`src/rtl/onfi_pkg.sv`:
```
// Shared types and constants for the ONFI dummy-NAND command front end:
// operation codes, FSM states, command bytes and status-register bit positions.
package onfi_pkg;

  typedef enum logic [2:0] {
    OP_NONE   = 3'd0,
    OP_READ   = 3'd1,
    OP_PROG   = 3'd2,
    OP_ERASE  = 3'd3,
    OP_RESET  = 3'd4,
    OP_READID = 3'd5,
    OP_STATUS = 3'd6
  } op_code_t;

  typedef enum logic [2:0] {
    S_IDLE,
    S_ADDR,
    S_CONFIRM,
    S_DATA_IN,
    S_BUSY
  } state_t;

  // Which multi-cycle command sequence is in flight.
  typedef enum logic [1:0] {
    SEQ_READ,
    SEQ_PROG,
    SEQ_ERASE,
    SEQ_READID
  } seq_t;

  localparam logic [7:0] CMD_READ       = 8'h00;
  localparam logic [7:0] CMD_READ_CONF  = 8'h30;
  localparam logic [7:0] CMD_PROG       = 8'h80;
  localparam logic [7:0] CMD_PROG_CONF  = 8'h10;
  localparam logic [7:0] CMD_ERASE      = 8'h60;
  localparam logic [7:0] CMD_ERASE_CONF = 8'hD0;
  localparam logic [7:0] CMD_STATUS     = 8'h70;
  localparam logic [7:0] CMD_READ_ID    = 8'h90;
  localparam logic [7:0] CMD_RESET      = 8'hFF;

  localparam int SR_FAIL = 0;
  localparam int SR_ARDY = 5;
  localparam int SR_RDY  = 6;
  localparam int SR_WP_N = 7;

endpackage

```
`src/rtl/onfi_pin_sync.sv`:
```
// Two-flop synchroniser for the asynchronous SDR pins plus WE_x_n rising-edge
// detection; we_evt fires for one clk when a latch edge is seen with CE low.
module onfi_pin_sync (
  input  logic       clk,
  input  logic       rst,
  input  logic       ce_n,
  input  logic       cle,
  input  logic       ale,
  input  logic       we_n,
  input  logic       wp_n,
  input  logic [7:0] io,
  output logic       ce_n_s,
  output logic       cle_s,
  output logic       ale_s,
  output logic       wp_n_s,
  output logic [7:0] io_s,
  output logic       we_evt
);

  // Packed as {ce_n, we_n, wp_n, cle, ale, io}; the active-low pins idle high.
  localparam logic [12:0] PIN_IDLE = 13'h1C00;

  logic [12:0] meta, sync;
  logic        we_prev;

  // NOTE: sequential state uses non-blocking assignments so every flop samples
  // the pre-edge value of its neighbour; blocking here would collapse the chain.
  always_ff @(posedge clk) begin
    if (rst) begin
      meta    <= PIN_IDLE;
      sync    <= PIN_IDLE;
      we_prev <= 1'b1;
    end else begin
      meta    <= {ce_n, we_n, wp_n, cle, ale, io};
      sync    <= meta;
      we_prev <= sync[11];
    end
  end

  assign ce_n_s = sync[12];
  assign wp_n_s = sync[10];
  assign cle_s  = sync[9];
  assign ale_s  = sync[8];
  assign io_s   = sync[7:0];
  assign we_evt = sync[11] & ~we_prev & ~sync[12];

endmodule

```
`src/rtl/onfi_cmd_decoder.sv`:
```
// ONFI target front end: decodes synchronised command/address/data cycles into
// one-cycle op/data strobes, models busy timing and the status byte.
// Optional build macro ONFI_READ_ID_EN enables the 0x90 read-ID sequence.
module onfi_cmd_decoder
  import onfi_pkg::*;
#(
  parameter int COL_CYCLES    = 2,
  parameter int ROW_CYCLES    = 3,
  parameter int PAGE_BYTES    = 4096,
  parameter int T_R_CYCLES    = 250,
  parameter int T_PROG_CYCLES = 1000,
  parameter int T_BERS_CYCLES = 3000,
  parameter int T_RST_CYCLES  = 50
) (
  input  logic                          clk,
  input  logic                          rst,
  input  logic                          CE_x_n,
  input  logic                          CLE_x,
  input  logic                          ALE_x,
  input  logic                          WE_x_n,
  input  logic                          WP_x_n,
  input  logic [7:0]                    IO_bus,
  output logic                          RB_x_n,
  output logic                          op_valid,
  output logic [2:0]                    op_code,
  output logic [15:0]                   col_addr,
  output logic [23:0]                   row_addr,
  output logic                          data_valid,
  output logic [7:0]                    data_byte,
  output logic [$clog2(PAGE_BYTES)-1:0] data_idx,
  output logic                          data_ovf,
  output logic [7:0]                    status_reg
);

  localparam int IDX_W = $clog2(PAGE_BYTES);

  logic       ce_n_s, cle_s, ale_s, wp_n_s, we_evt;
  logic [7:0] io_s;

  onfi_pin_sync u_sync (
    .clk(clk), .rst(rst), .ce_n(CE_x_n), .cle(CLE_x), .ale(ALE_x), .we_n(WE_x_n),
    .wp_n(WP_x_n), .io(IO_bus), .ce_n_s(ce_n_s), .cle_s(cle_s), .ale_s(ale_s),
    .wp_n_s(wp_n_s), .io_s(io_s), .we_evt(we_evt)
  );

  state_t     st, nxt;
  seq_t       seq, seq_nxt;
  op_code_t   op_req, op_code_q;
  logic [2:0] addr_cnt, addr_total, row_idx;
  logic [15:0] timer, timer_val;
  logic [IDX_W:0] data_cnt;
  logic load_timer, seq_start, addr_wr, data_wr, set_fail, clr_fail, idle_cmd, fail;

  wire cmd_evt    = we_evt & cle_s & ~ale_s;
  wire addr_evt   = we_evt & ale_s & ~cle_s;
  wire data_evt   = we_evt & ~cle_s & ~ale_s;
  wire status_cmd = cmd_evt && (io_s == CMD_STATUS);
  wire reset_cmd  = cmd_evt && (io_s == CMD_RESET);
  wire seq_cmd    = cmd_evt && !status_cmd && !reset_cmd;

  always_comb begin
    case (seq)
      SEQ_ERASE:  addr_total = 3'(ROW_CYCLES);
      SEQ_READID: addr_total = 3'd1;
      default:    addr_total = 3'(COL_CYCLES + ROW_CYCLES);
    endcase
  end

  assign row_idx = (seq == SEQ_ERASE) ? addr_cnt : addr_cnt - 3'(COL_CYCLES);

  always_ff @(posedge clk) begin
    if (rst) begin
      st  <= S_IDLE;
      seq <= SEQ_READ;
    end else begin
      st  <= nxt;
      seq <= seq_nxt;
    end
  end

  always_comb begin
    // NOTE: defaults first so that no branch leaves a signal unassigned and infers a latch.
    nxt = st;  seq_nxt = seq;  op_req = OP_NONE;  load_timer = 1'b0;  timer_val = '0;
    seq_start = 1'b0;  addr_wr = 1'b0;  data_wr = 1'b0;
    set_fail = 1'b0;  clr_fail = 1'b0;  idle_cmd = 1'b0;
    if (status_cmd) op_req = OP_STATUS;
    if (reset_cmd) begin
      op_req = OP_RESET;  nxt = S_BUSY;  clr_fail = 1'b1;
      load_timer = 1'b1;  timer_val = 16'(T_RST_CYCLES - 1);
    end else begin
      unique case (st)
        S_IDLE: idle_cmd = seq_cmd;
        S_ADDR: begin
          if (ce_n_s) nxt = S_IDLE;
          else if (seq_cmd) begin
            nxt = S_IDLE;  idle_cmd = 1'b1;
          end else if (addr_evt && addr_cnt < addr_total) begin
            addr_wr = 1'b1;
            if (addr_cnt == addr_total - 3'd1) begin
              case (seq)
                SEQ_PROG:   nxt = S_DATA_IN;
                SEQ_READID: begin nxt = S_IDLE;  op_req = OP_READID; end
                default:    nxt = S_CONFIRM;
              endcase
            end
          end
        end
        S_CONFIRM: begin
          if (ce_n_s) nxt = S_IDLE;
          else if (seq_cmd) begin
            if (seq == SEQ_READ && io_s == CMD_READ_CONF) begin
              op_req = OP_READ;  nxt = S_BUSY;
              load_timer = 1'b1;  timer_val = 16'(T_R_CYCLES - 1);
            end else if (seq == SEQ_ERASE && io_s == CMD_ERASE_CONF) begin
              if (wp_n_s) begin
                op_req = OP_ERASE;  nxt = S_BUSY;
                load_timer = 1'b1;  timer_val = 16'(T_BERS_CYCLES - 1);
              end else begin
                set_fail = 1'b1;  nxt = S_IDLE;
              end
            end else begin
              nxt = S_IDLE;  idle_cmd = 1'b1;
            end
          end
        end
        S_DATA_IN: begin
          if (ce_n_s) nxt = S_IDLE;
          else if (seq_cmd) begin
            if (io_s == CMD_PROG_CONF) begin
              if (wp_n_s) begin
                op_req = OP_PROG;  nxt = S_BUSY;
                load_timer = 1'b1;  timer_val = 16'(T_PROG_CYCLES - 1);
              end else begin
                set_fail = 1'b1;  nxt = S_IDLE;
              end
            end else begin
              nxt = S_IDLE;  idle_cmd = 1'b1;
            end
          end else if (data_evt) data_wr = 1'b1;
        end
        S_BUSY: if (timer == '0) nxt = S_IDLE;
        default: nxt = S_IDLE;
      endcase
    end
    // An aborting command is re-decoded here as if it arrived in IDLE.
    if (idle_cmd) begin
      case (io_s)
        CMD_READ:  begin nxt = S_ADDR; seq_nxt = SEQ_READ;  seq_start = 1'b1; clr_fail = 1'b1; end
        CMD_PROG:  begin nxt = S_ADDR; seq_nxt = SEQ_PROG;  seq_start = 1'b1; clr_fail = 1'b1; end
        CMD_ERASE: begin nxt = S_ADDR; seq_nxt = SEQ_ERASE; seq_start = 1'b1; clr_fail = 1'b1; end
`ifdef ONFI_READ_ID_EN
        CMD_READ_ID: begin nxt = S_ADDR; seq_nxt = SEQ_READID; seq_start = 1'b1; end
`endif
        default: ;
      endcase
    end
  end

  always_ff @(posedge clk) begin
    if (rst) begin
      op_valid <= 1'b0;  op_code_q <= OP_NONE;  col_addr <= '0;  row_addr <= '0;
      data_valid <= 1'b0;  data_byte <= '0;  data_idx <= '0;  data_ovf <= 1'b0;
      data_cnt <= '0;  addr_cnt <= '0;  timer <= '0;  fail <= 1'b0;
    end else begin
      op_valid   <= (op_req != OP_NONE);
      data_valid <= 1'b0;
      if (op_req != OP_NONE) op_code_q <= op_req;
      if (load_timer) timer <= timer_val;
      else if (st == S_BUSY && timer != '0) timer <= timer - 16'd1;
      if (set_fail) fail <= 1'b1;
      else if (clr_fail) fail <= 1'b0;
      if (seq_start) begin
        addr_cnt <= '0;  col_addr <= '0;  row_addr <= '0;
        if (seq_nxt == SEQ_PROG) begin
          data_cnt <= '0;  data_idx <= '0;  data_ovf <= 1'b0;
        end
      end
      if (addr_wr) begin
        for (int i = 0; i < 2; i++)
          if (i < COL_CYCLES && seq != SEQ_ERASE && int'(addr_cnt) == i) col_addr[8*i +: 8] <= io_s;
        for (int i = 0; i < 3; i++)
          if (i < ROW_CYCLES && int'(row_idx) == i) row_addr[8*i +: 8] <= io_s;
        addr_cnt <= addr_cnt + 3'd1;
      end
      if (data_wr) begin
        if (data_cnt < (IDX_W+1)'(PAGE_BYTES)) begin
          data_valid <= 1'b1;
          data_byte  <= io_s;
          data_idx   <= data_cnt[IDX_W-1:0];
          data_cnt   <= data_cnt + 1'b1;
        end else data_ovf <= 1'b1;
      end
    end
  end

  assign op_code = op_code_q;

  always_comb begin
    RB_x_n     = (st != S_BUSY);
    status_reg = '0;
    status_reg[SR_WP_N] = wp_n_s;
    status_reg[SR_RDY]  = (st != S_BUSY);
    status_reg[SR_ARDY] = (st != S_BUSY);
    status_reg[SR_FAIL] = fail;
  end

endmodule
```
`config.mk`:
```
export PLATFORM = sky130hd
export DESIGN_NAME = onfi_cmd_decoder
export DESIGN_NICKNAME = d
export VERILOG_FILES = /design/src/rtl/onfi_pkg.sv /design/src/rtl/onfi_pin_sync.sv /design/src/rtl/onfi_cmd_decoder.sv
export SDC_FILE = /design/constraint.sdc
export NUM_CORES = 1
export LEC_CHECK = 0
export CAP_MARGIN = 20
export CORE_MARGIN = 3
export CORE_UTILIZATION = 45
export DETAILED_ROUTE_END_ITERATION = 10
export DONT_BUFFER_PORTS = 1
export PLACE_DENSITY = 0.71
export SYNTH_ARGS = -nofsm -noshare
export SYNTH_HDL_FRONTEND = slang
export SYNTH_SLANG_ARGS = --single-unit
```
`constraint.sdc`:
```
create_clock -name clk -period 7.5 [get_ports clk]
set_input_delay 0.375 -clock clk [delete_from_list [all_inputs] [get_ports clk]]
set_output_delay 0.375 -clock clk [all_outputs]
set_load 0.02 [all_outputs]
```
### Word-level counts from Yosys, hierarchy flattened

Index checks and enable logic that the tools add are counted.

* $add $sub $neg: 5
* multipliers: 0
* div/mod/pow operators: 0
* order comparisons: 2
* eq/ne operators: 21
* shifts and indexed selects: 0
* mux-type cells: 124
* bitwise operators: 13
* reductions and logical operators: 26

Operator list (number)
* 12-bit two-way mux: 10
* 3-bit two-way mux: 35
* 16-bit two-way mux: 4
* 13-bit two-way mux: 4
* 1-bit two-way mux: 50
* 24-bit two-way mux: 2
* 10-bit two-way mux: 4
* 8-bit two-way mux: 5
* 8-bit equality test, second input constant: 3
* 12-bit case mux with 2 select lines: 1
* 8-bit by 7-bit equality test with 1-bit output, second input constant: 2
* 16-bit zero test: 1
* 16-bit nonzero test: 1
* 16-bit by 1-bit subtractor with 16-bit output, second input constant: 1
* 3-bit case mux with 5 select lines: 1
* 13-bit by 1-bit adder with 13-bit output, second input constant: 1
* 13-bit < comparator, second input constant: 1
* 3-bit by 2-bit equality test with 1-bit output, second input constant: 4
* 1-bit logical AND: 10
* 3-bit zero test: 3
* 3-bit case mux with 3 select lines: 1
* 1-bit bitwise AND: 8
* 8-bit by 5-bit equality test with 1-bit output, second input constant: 1
* 8-bit by 6-bit equality test with 1-bit output, second input constant: 1
* 26 further kinds: 37

* flip-flop bits (word level): 131
* latch bits: 0
* bits in writable memories: 0
* ROM bits: 0
* input port bits: 15
* output and inout port bits: 75
* logic and storage cells: 208
* memories kept: 0

### Longest topological paths before layout

* depth after elaboration: 19
* depth in mapped cells: 11

### Modules after synthesis

From an unflattened synthesis, not the netlist that was laid out.

* cells, all modules: 663
* area total of the unflattened synthesis: 5754.3 µm²

Modules (own cells, without submodules)
* onfi_cmd_decoder: instances 1, cells each 598, area an instance 4952.2 µm², sequential area each 2082.0 µm²
* onfi_pin_sync: instances 1, cells each 65, area an instance 802.0 µm², sequential area each 540.5 µm²

### Least setup slack after synthesis

No wires, ideal clock.

* path type: register to register
* start: register seq[1]
* end: register row_addr[14]
* setup time: 0.127 ns
* arrival time: 2.419 ns
* path slack: 4.954 ns
* cell stages (with the launch flop): 12
* path buffers: 2
* path through: dfxtp_1 > inv_1 > nor2_1 > inv_1 > ha_1 > a21oi_1 > o2111ai_1 > or4_1 > clkbuf_1 > clkbuf_1 > nand3_1 > o21ai_0

* longest elaborated chain between the ends: 12
* elaborated cells between the ends (all ways): 25
* classes of those cells: order compare (1); eq/ne (3); mux (17); reduce/logical (4)

Ends and longest elaborated chain
* start: declaration: RTL line onfi_cmd_decoder.sv:47 `seq_t seq, seq_nxt;`
* start signal: assignment: RTL line onfi_cmd_decoder.sv:77 `seq <= seq_nxt;`
* 2-bit equality test: RTL line onfi_cmd_decoder.sv:62, onfi_cmd_decoder.sv:69, onfi_cmd_decoder.sv:114
* 1-bit logical AND: RTL line onfi_cmd_decoder.sv:114 `end else if (seq == SEQ_ERASE && io_s == CMD_ERASE_CONF) begin`
* 1-bit two-way mux: RTL line onfi_cmd_decoder.sv:114
* 1-bit two-way mux: RTL line onfi_cmd_decoder.sv:111 `if (seq == SEQ_READ && io_s == CMD_READ_CONF) begin`
* 1-bit two-way mux: RTL line onfi_cmd_decoder.sv:110 `else if (seq_cmd) begin`
* 1-bit two-way mux: RTL line onfi_cmd_decoder.sv:109 `if (ce_n_s) nxt = S_IDLE;`
* 1-bit case mux with 4 select lines: RTL line onfi_cmd_decoder.sv:91 `unique case (st)`
* 1-bit two-way mux: RTL line onfi_cmd_decoder.sv:87 `if (reset_cmd) begin`
* 1-bit two-way mux: RTL line onfi_cmd_decoder.sv:146 `if (idle_cmd) begin`
* 24-bit two-way mux: RTL line onfi_cmd_decoder.sv:172 `if (seq_start) begin`
* 8-bit two-way mux: RTL line onfi_cmd_decoder.sv:182 `if (i < ROW_CYCLES && int'(row_idx) == i) row_addr[8*i +: 8] <= io_s;`
* 24-bit two-way mux (*): RTL line onfi_cmd_decoder.sv:178 `if (addr_wr) begin`
* end: declaration: RTL line onfi_cmd_decoder.sv:27 `output logic [23:0] row_addr,`

Every way passes the cells marked *; elsewhere a longest branch is shown, timed or not.
A chain may end at the register's enable or synchronous reset.

### Worst setup path after layout

* start: register seq[1]
* end: register row_addr[17]

Same word-level chain as after synthesis.

==> implementation parameters <==
Parameter                              Value

Worst setup path
  Arrival time of data at the critical path endpoint ... 3.44 ns
  Endpoint of the most critical register-to-register path ... row_addr[17]
  Worst-path cell chain ... inv_1 -> nor2_1 -> inv_1 -> ha_1 -> a21oi_1 -> o2111ai_1 -> a211oi_2 -> nor2_1 -> a22oi_1 -> nor2_1
  Launch instance of the worst register-to-register path ... seq[1]
  Buffering stage count on the worst path with inverters included ... 2
  CP max-delay cell ... a211oi_2
  Worst Path Max Fanout ... 9
  Largest stage delay, worst path ... 0.67 ns
  Most frequent cell on the critical path ... nor2_1
  Category of cells accounting for the largest share of critical-path delay ... compound AO/OA/AOI/OAI gates
  Cell count of the worst reg-to-reg path ... 10
  CP Data Required Time ... between 7 and 8 ns
  Worst setup slack for register-to-register paths ... 4.36 ns
  Kind of capture point of the worst setup path ... flop
  Startpoint type of the worst setup path ... flop
  WS Path Type ... flop to flop

Synthesis
  Flip-flop and latch count after synthesis ... between 100 and 150
  Count of mapped cells out of synthesis ... 595
  Avg Cell Area, Syn ... 9.14 µm²
  EDFF count, synth ... 0
  Number of warnings printed during yosys synthesis ... 0
  Number of distinct standard cells referenced by the synthesized netlist ... 67
  Fraction of registers with async set or reset after synthesis ... 0%
  Sequential element share of the synthesized area ... 48.2%
  Post-synth top flop ... dfxtp_1
  Post-synthesis cell area ... 0.00544 mm²

STA
  Final count of negative-setup-slack endpoints ... 0
  Worst rel slew slack ... a little under two fifths
  Final critical-path share of the clock period ... roughly two fifths
  Max Fclk ... roughly 320 MHz
  Final period demand of the worst path ... roughly 3.1 ns
  Worst-case hold slack ... about 0.022 ns
  Setup skew after layout ... roughly 0.0060 ns
  Number of pins exceeding their max-slew limit in the final report ... 0
  RSZ-0062 raised after global routing ... no
  Final hold violation count ... 0
  Final setup TNS ... 0 ns
  Worst-Margin Slew ... 0.924 ns

Pwr
  Total leakage power ... about 2.1 nW
  Cell area power density ... between 200 and 300 mW/mm²
  Part of the power in registers ... about 46%
  Switching power share of the total ... 19.4%
  Clock power share ... 52.1%
  Cell internal pwr ... 1.24 mW
  Reported net switching power ... 0.298 mW
  Part of the power in combinational logic ... 1.7%
  Max IR drop VDD ... 0.185 mV
  Pwr Total ... 1.54 mW

Global routing
  Initial antenna violation count ... 0
  Global route total overflow ... 0
  Global-route wire length before repair ... 20900 µm
  Grt met3 use ... 6.32%
  Via count of the first global-routing pass ... roughly 4200
  GRT met2 Usage ... 30.5%
  Most congested layer reported by global routing ... met2
  M1 GR Usage ... roughly a quarter
  Gr usage total ... 19.7%
  Pin count of the biggest net entering global routing ... 92

Routing
  Routed length per instance ... approximately 17 µm
  Initial DRC count ... 354
  Via-to-Cell Ratio ... approximately 5.8
  Remaining antenna violation count after routing ... 0
  Via count ... between 4000 and 5000
  Drc violations ... 0
  Iteration count of the initial detailed-routing pass ... 6
  Final wirelength ... 12500 µm

Die
  Die width ... 116 µm
  Num ports ... 90
  Site Rows ... 39
  Initial Util ... 46.8%
  Core region area ... 0.0116 mm²
  Die Footprint ... around 0.013 mm²
  Height of the die ... roughly 120 µm

Placement
  Placed insts ... 706
  Routability cong. ... roughly 0.87
  Count of port buffers added during placement ... 0
  Instance area after placement ... 0.00547 mm²
  Sum of net half-perimeters after detailed placement ... ~8700 µm

Cells and area
  # fillers ... 1062
  Net count reported at finish ... 605
  Post-route cell area ... 0.00606 mm²
  Count of non-filler cells in the finished layout ... about 740
  Share of layout cells above drive strength 1 ... around 9.9%
  Synth-to-Final Area Change ... 11.5%
  Antenna Diode Count ... 0

CTS
  CTS sink cnt ... 131
  Latest clock arrival within the worst-skew pair ... between 0.4 and 0.5 ns
  Clock-pin slew reported for the worst setup and hold paths after clock tree synthesis ... 0.05 ns
  Resize count post-CTS ... 0
  Clock root buffer ... clkbuf_16
  Hold buffer count at CTS ... 0
  Number of H-tree levels ... 4
  Buffer levels on the longest clock path ... 2
  TritonCTS clock tree ... done
  TritonCTS Buffers ... 17
  Setup bufs post-CTS ... 0

Min path
  Worst hold path endpoint ... data_byte[6]
  Worst min-delay path category ... input pin to flop
  Worst hold stages ... 1
  Beginning of the worst hold path ... rst

Outcome
  Outcome ... complete, no violations

Run
  Max-capacitance violation count ... 0
how the worst max path moves through the flow:
| stage | slack [ns] | end | start | depth (start not counted) |
|---|---|---|---|---|
| CTS | 4.41 | row_addr[17] | seq[1] | 10 |
| floorplan | 4.95 | row_addr[14] | seq[1] | 11 |
| global placement | 4.51 | row_addr[16] | seq[1] | 10 |
| finish | 4.36 | row_addr[17] | seq[1] | 10 |
| global route | 4.08 | row_addr[17] | seq[1] | 10 |
| detailed placement | 4.41 | row_addr[17] | seq[1] | 10 |
cell families (layout without fill, tap and decap cells):
| logic type | after synthesis | count (layout) | share of synthesized area, % |
|---|---|---|---|
| simple gates | 243 | 243 | 24.8 |
| flops | 131 | 131 | 48.2 |
| other cells | 1 | 4 | 0.0690 |
| compound gates | 145 | 145 | 18.0 |
| buf+inv | 51 | 46 | 4.28 |
| fa+ha+maj | 7 | 7 | 1.61 |
| xor+xnor | 7 | 7 | 1.13 |
| mux | 10 | 10 | 1.86 |
stage by stage:
step           setup WS (ns)  util, %
2_1_floorplan           4.95        -
3_3_place_gp            4.51     47.1
3_5_place_dp            4.41     47.1
4_1_cts                 4.41     52.1
5_1_grt                 4.08     52.2
6_report                4.36     52.2
placed cells by master, fill, tap and decap left out, types with 4 or more instances in the layout:
cell type  instances
a21oi_1           48
a22o_1            13
a22oi_1           10
a31oi_1            5
and3_1             7
clkbuf_16         17
clkbuf_8           5
conb_1             4
dfxtp_1          131
ha_1               7
inv_1             14
mux2i_1            9
nand2_1           43
nand2b_1          13
nand3_1           36
nand3b_1           8
nand4_1            4
nor2_1            37
nor2b_1           25
nor3_1            15
nor4_1             6
o21ai_0           31
o21ai_1            9
or2_2              9
or3_1             10
or4_1              8
xnor2_1            5
layer usage:
layer  routed length, µm  vias to the layer above
met3                1010                       30
met2                5740                      153
li1                    -                     2102
met4                 265                        0
met5                   0                        -
met1                5510                     1968
sequential cells by signal, summed over array words and instances, names as in the netlist:
name	count
row_addr	24
col_addr	16
timer	16
data_cnt	13
u_sync.meta	13
u_sync.sync	13
data_idx	12
data_byte	8
addr_cnt	3
op_code	3
st	3
seq	2
data_ovf	1
data_valid	1
fail	1
op_valid	1
u_sync.we_prev	1
cell usage after synthesis, types with 10 or more instances:
cell type / count / area, µm²
a21oi_1: 48 / 240
a22o_1: 13 / 114
a22oi_1: 10 / 75.1
clkbuf_1: 24 / 90.1
dfxtp_1: 131 / 2620
inv_1: 14 / 52.6
nand2_1: 43 / 161
nand2b_1: 13 / 81.3
nand3_1: 36 / 180
nor2_1: 37 / 139
nor2b_1: 25 / 156
nor3_1: 15 / 75.1
o21ai_0: 31 / 155
or3_1: 10 / 62.6
power by group through the flow:
stage | Combinational, mW | Sequential, mW | Clock (mW)
after detailed placement | 0.0253 | 0.724 | 0
after floorplan | 0.0309 | 0.721 | 0
after global placement | 0.0247 | 0.724 | 0
final | 0.0263 | 0.710 | 0.802
after CTS | 0.0254 | 0.710 | 0.815
after global routing | 0.0288 | 0.711 | 0.846
layout make-up:
cell class                      count  area, µm²  area share, %
Sequential cell                   131       2620           43.3
Multi-Input combinational cell    416       2600           42.9
Clock buffer                       25        505           8.34
Tap cell                          143        179           2.95
Clock inverter                      4       72.6           1.20
Inverter                           14       52.6          0.867
Timing Repair Buffer                3       30.0          0.495
(Power assumes the default switching activity.)
